## config.mk

```make
export PLATFORM = sky130hd
export DESIGN_NAME = fwd_sel_unit
export DESIGN_NICKNAME = d
export VERILOG_FILES = /design/src/rtl/fwd_sel_unit.sv
export SDC_FILE = /design/constraint.sdc
export NUM_CORES = 1
export LEC_CHECK = 0
export BUFFER_PORTS_ARGS = -buffer_cell sky130_fd_sc_hd__buf_2
export CORE_UTILIZATION = 30
export CTS_CLUSTER_DIAMETER = 80
export CTS_CLUSTER_SIZE = 8
export DETAILED_ROUTE_END_ITERATION = 6
export PLACE_DENSITY = 0.62
export SETUP_SLACK_MARGIN = 0.3
export SYNTH_ARGS = -nofsm -noshare
export SYNTH_HDL_FRONTEND = slang
export SYNTH_SLANG_ARGS = --single-unit
```

## constraint.sdc

```tcl
create_clock -name CLK -period 1.65 [get_ports CLK]
set_input_delay 0.0825 -clock CLK [delete_from_list [all_inputs] [get_ports CLK]]
set_output_delay 0.0825 -clock CLK [all_outputs]
set_load 0.05 [all_outputs]
```

## src/rtl/fwd_sel_unit.sv

```systemverilog
// fwd_sel_unit: forwarding / load-use hazard controller for a 5-stage pipeline.
// Tracks destination tags of in-flight instructions (EX, MEM, WB) and produces
// registered operand-mux selects for the instruction entering EX, plus a
// combinational load-use stall.
//
// Select encoding: 00 regfile, 01 EX/MEM ALU result, 10 MEM/WB result,
//                  11 WB-retired holding register.
//
// Optional feature macro: STALL_CNT_EN (saturating stall counter on STALL_COUNT;
// when undefined the port is tied to zero and no counter flops exist).
module fwd_sel_unit #(
  parameter int REG_AW = 5,
  parameter int CNT_W  = 16
) (
  input  logic              CLK,
  input  logic              RST_N,
  input  logic              ID_VALID,
  input  logic [REG_AW-1:0] ID_RS,
  input  logic [REG_AW-1:0] ID_RT,
  input  logic [REG_AW-1:0] ID_RD,
  input  logic              ID_WE,
  input  logic              ID_LOAD,
  input  logic              FLUSH,
  output logic              STALL,
  output logic [1:0]        FWD_A,
  output logic [1:0]        FWD_B,
  output logic [CNT_W-1:0]  STALL_COUNT
);

  // EX keeps the full record; MEM and WB only need "writes" and the address,
  // since the load flag only matters while the producer sits in EX.
  logic              ex_v;
  logic              ex_we;
  logic              ex_ld;
  logic [REG_AW-1:0] ex_rd;
  logic              mem_wr;
  logic [REG_AW-1:0] mem_rd;
  logic              wb_wr;
  logic [REG_AW-1:0] wb_rd;

  logic              ex_wr;
  logic              advance;
  logic [1:0]        sel_a;
  logic [1:0]        sel_b;

  // Nearest producer wins; register 0 never forwards.
  function automatic logic [1:0] pick_sel(
    input logic [REG_AW-1:0] r,
    input logic              e_wr,
    input logic [REG_AW-1:0] e_rd,
    input logic              m_wr,
    input logic [REG_AW-1:0] m_rd,
    input logic              w_wr,
    input logic [REG_AW-1:0] w_rd
  );
    logic [1:0] s;
    s = 2'b00;
    if (r != '0) begin
      if (e_wr && (e_rd == r))      s = 2'b01;
      else if (m_wr && (m_rd == r)) s = 2'b10;
      else if (w_wr && (w_rd == r)) s = 2'b11;
    end
    return s;
  endfunction

  assign ex_wr = ex_v & ex_we;

  // Load-use hazard against the instruction currently in EX; FLUSH overrides.
  always_comb begin
    STALL = ID_VALID & ~FLUSH & ex_v & ex_we & ex_ld & (ex_rd != '0) &
            ((ex_rd == ID_RS) | (ex_rd == ID_RT));
  end

  // Select computation against the pre-edge tags.
  always_comb begin
    advance = ID_VALID & ~FLUSH & ~STALL;
    sel_a   = pick_sel(ID_RS, ex_wr, ex_rd, mem_wr, mem_rd, wb_wr, wb_rd);
    sel_b   = pick_sel(ID_RT, ex_wr, ex_rd, mem_wr, mem_rd, wb_wr, wb_rd);
  end

  // Tag pipeline shift and registered selects; bubble on flush/stall/idle.
  always_ff @(posedge CLK or negedge RST_N) begin
    if (!RST_N) begin
      ex_v   <= 1'b0;
      ex_we  <= 1'b0;
      ex_ld  <= 1'b0;
      ex_rd  <= '0;
      mem_wr <= 1'b0;
      mem_rd <= '0;
      wb_wr  <= 1'b0;
      wb_rd  <= '0;
      FWD_A  <= 2'b00;
      FWD_B  <= 2'b00;
    end else begin
      wb_wr  <= mem_wr;
      wb_rd  <= mem_rd;
      mem_wr <= ex_wr;
      mem_rd <= ex_rd;
      if (advance) begin
        ex_v  <= 1'b1;
        ex_we <= ID_WE;
        ex_ld <= ID_LOAD;
        ex_rd <= ID_RD;
        FWD_A <= sel_a;
        FWD_B <= sel_b;
      end else begin
        ex_v  <= 1'b0;
        ex_we <= 1'b0;
        ex_ld <= 1'b0;
        ex_rd <= '0;
        FWD_A <= 2'b00;
        FWD_B <= 2'b00;
      end
    end
  end

`ifdef STALL_CNT_EN
  // Saturating count of stall cycles since reset.
  always_ff @(posedge CLK or negedge RST_N) begin
    if (!RST_N)
      STALL_COUNT <= '0;
    else if (STALL && (STALL_COUNT != {CNT_W{1'b1}}))
      STALL_COUNT <= STALL_COUNT + 1'b1;
  end
`else
  // Counter disabled: port kept for a stable interface, driven to zero.
  assign STALL_COUNT = '0;
`endif

endmodule

```

==> Flow_metrics.wiki <==
{| class="wikitable"
! Metric !! Value
|-
| Outcome || complete, but fails checks
|-
| Violated checks || negative setup slack
|-
| Detailed-placement wirelength estimate || 2096 um
|-
| Post-synthesis sequential area ratio || 45.76%
|-
| Hold/Removal Path Class || primary input to flop
|-
| Final setup fails || 10
|-
| Start point of the critical path || ex_rd[2]
|-
| Leftover overflow at the end of global routing || 0
|-
| FF-to-FF setup slack || -0.05 ns
|-
| Avg Inst Size Synth || 11.51 um^2
|-
| Pwr Density || 752.9 nW/um^2
|-
| Worst-path fanout max || 3
|-
| Total die area || 4644 um^2
|-
| Worst voltage drop across the vdd grid || 0.3033 mV
|-
| Post-CTS setup buffer count || 0
|-
| Share of synthesized flip-flops with an asynchronous set or reset || 100.0%
|-
| Relative slew margins || 64.87%
|-
| Clock edge transition at the registers on the reported setup and hold paths || 0.08 ns
|-
| 1st-pass router iterations || 4
|-
| Period utilization || 106.1%
|-
| Static leakage power || 0.7496 nW
|-
| Placement row count || 23
|-
| Antenna cells || 0
|-
| Top_reg_cell synth || sky130_fd_sc_hd__dfrtp_1
|-
| Setup Total Neg Slack || -0.3579 ns
|-
| Layout Utilization || 38.73%
|-
| Overall die width || 68.15 um
|-
| Maximum number of buffers from clock root to sink || 2
|-
| Slew Viols, Final || 0
|-
| Placed Area || 1466 um^2
|-
| Share of post-route cells with drive strength above 1 || 34.93%
|-
| TritonCTS clock tree || built
|-
| IO buf count || 25
|-
| Kind of capture point of the worst setup path || output pin
|-
| Cell at the root of the clock tree || sky130_fd_sc_hd__clkbuf_8
|-
| Final ANT Viol Nets || 0
|-
| Ratio of routed vias to standard cells || 4.546
|-
| Hold slack final || 0.06052 ns
|-
| Startpoint of the tightest hold check path || ID_RD[0]
|-
| Core outline area || 4086 um^2
|-
| Total via count after detailed routing || 891
|-
| Share of power burned in the clock network || 28.3%
|-
| Total of max-cap violations || 0
|-
| Via count of the first global-routing pass || 900
|-
| Die Ht || 68.15 um
|-
| Number of H-tree branching levels || 1
|-
| Switching fraction of total power || 29.54%
|-
| Hold Fails Final Rpt || 0
|-
| Synthesized flop and latch total || 24
|-
| Largest net degree at the start of global routing || 25
|-
| Starting density of the core || 32.12%
|-
| Start-to-end type of the worst setup path || flop to output pin
|-
| Area growth, synth to finish || 20.59%
|-
| I/O pin count || 42
|-
| Total Power Consumption || 1.192 mW
|-
| Required time reported for the critical path endpoint || 1.57 ns
|-
| CP arrival || 1.67 ns
|-
| Total Routing Usage GR || 13.16%
|-
| Global-route wire length before repair || 4264 um
|-
| Tightest Pin Transition || 0.5270 ns
|-
| Combinational share of power || 19.5%
|-
| Number of flops mapped to enable cells by yosys || 0
|-
| Clock latency on the worst-skew pair || 0.26 ns
|-
| Final setup slack of the worst path || -0.1009 ns
|-
| Internal power contribution || 0.8396 mW
|-
| Synthesized netlist cell count || 114
|-
| Final wirelength || 2652 um
|-
| Antenna violations before repair || 0
|-
| Warning count from the yosys run || 0
|-
| Net load switching power || 0.3520 mW
|-
| Final layout net count || 169
|-
| Worst-case clock skew || 0.005378 ns
|-
| Fmax || 571.1 MHz
|-
| Distinct cells, synth || 26
|-
| WL per Instance || 13.53 um
|-
| Worst Setup Start Kind || flop
|-
| Clock buffers created by TritonCTS || 3
|-
| Setup repair after global routing missed its margin || true
|-
| Summed area of non-filler cells in the final layout || 1583 um^2
|-
| Portion of total power attributed to sequential cells || 52.2%
|-
| Synth Cell Area || 1313 um^2
|-
| Residual DRC count || 0
|-
| Clock Sinks || 24
|-
| Number of DRC markers in iteration 0 || 14
|-
| Global placement routability congestion || 0.7502
|-
| Tmin final || 1.751 ns
|-
| Crit Reg-Reg Startpoint || ex_rd[2]
|}
-- state kept, by name (all words and copies together), names as in the netlist --
signal,cells
ex_ld,1
wb_wr,1
ex_rd,5
mem_wr,1
ex_v,1
FWD_A,2
ex_we,1
mem_rd,5
wb_rd,5
FWD_B,2
-- power by group through the flow --
stage	logic (mW)	registers, mW	clock network [mW]
final	0.232	0.622	0.337
after global placement	0.219	0.632	0
after floorplan	0.183	0.632	0
after global routing	0.252	0.625	0.376
after CTS	0.227	0.622	0.354
after detailed placement	0.223	0.634	0
-- critical path, stage by stage, from the launching register on --
cell	delay, ns
sky130_fd_sc_hd__dfrtp_1	0.41
sky130_fd_sc_hd__or4_4	0.54
sky130_fd_sc_hd__o2111ai_4	0.24
sky130_fd_sc_hd__a21oi_4	0.06
sky130_fd_sc_hd__buf_6	0.16
-- timing repair --
action | in CTS | in global routing
pin swaps | 1 | 2
setup endpoints to repair | 13 | 13
gates resized for setup | 4 | 7
hold buffers | 1 | 0
endpoints found under the hold margin | 24 | 0
gates cloned | 0 | 0
-- through the flow --
stage                     cells  worst slack, ns
after detailed placement    192         -0.04041
after global routing        196          -0.1639
after CTS                   196         -0.08901
final                       196          -0.1009
after floorplan             129          0.05008
after global placement      192          0.02758
-- cell type report --
cell class	instances	area (um^2)
clock buffers	3	41.29
fillers	403	2504
inverters	1	3.754
multi-input cells	86	686.9
flip-flops and latches	24	601.8
well taps	50	62.56
repair buffers	32	186.4
-- cell families after synthesis --
logic type      count (synthesis)  synth area share (%)
simple gates                   32                 18.49
xor+xnor                       30                 20.02
flops                          24                 45.76
buf+inv                        19                 10.58
compound gates                  8                 4.862
other cells                     1                0.2857
-- layout by cell type (no fill, tap or decap), types with 2 or more instances in the layout --
cell type / instances
sky130_fd_sc_hd__a2bb2oi_1: 2
sky130_fd_sc_hd__a31oi_1: 2
sky130_fd_sc_hd__buf_4: 6
sky130_fd_sc_hd__nor3b_2: 7
sky130_fd_sc_hd__xor2_1: 22
sky130_fd_sc_hd__buf_2: 24
sky130_fd_sc_hd__nor3_2: 2
sky130_fd_sc_hd__nor4_4: 2
sky130_fd_sc_hd__nand3_1: 2
sky130_fd_sc_hd__and3_1: 2
sky130_fd_sc_hd__conb_1: 16
sky130_fd_sc_hd__nand3_2: 2
sky130_fd_sc_hd__xnor2_1: 8
sky130_fd_sc_hd__nor4_1: 4
sky130_fd_sc_hd__dfrtp_1: 23
sky130_fd_sc_hd__nor3_1: 2
sky130_fd_sc_hd__nor2_1: 3
sky130_fd_sc_hd__clkbuf_8: 3
sky130_fd_sc_hd__o21ai_1: 2
sky130_fd_sc_hd__or4_1: 2
-- synth_stat cells (3+ instances only) --
cell type / n / area, um^2
sky130_fd_sc_hd__dfrtp_1: 24 / 600.6
sky130_fd_sc_hd__nor2_1: 3 / 11.26
sky130_fd_sc_hd__xnor2_1: 8 / 70.07
sky130_fd_sc_hd__nor4_1: 6 / 37.54
sky130_fd_sc_hd__xor2_1: 22 / 192.7
sky130_fd_sc_hd__buf_4: 16 / 120.1
sky130_fd_sc_hd__nor3b_2: 6 / 75.07
sky130_fd_sc_hd__or4_1: 3 / 22.52
-- metal layers --
layer,GRT usage (%),vias up,part of all wire (%)
met5,0,-,0
li1,-,422,-
met2,24.63,30,56
met3,1.833,2,4.0
met1,14.64,437,40
met4,5.469,0,0.30
-- path summary, 6_finish.rpt --
path / end / cells after the start
worst max-delay path: STALL / 4
worst min-delay path: ex_rd[0] / 2
worst max register to register: FWD_A[1] / 5
worst min register to register: wb_rd[1] / 0
max in group asynchronous: ex_rd[0] / 2
min in group asynchronous: ex_ld / 2
Note: power is estimated with default switching activity, not from simulation.
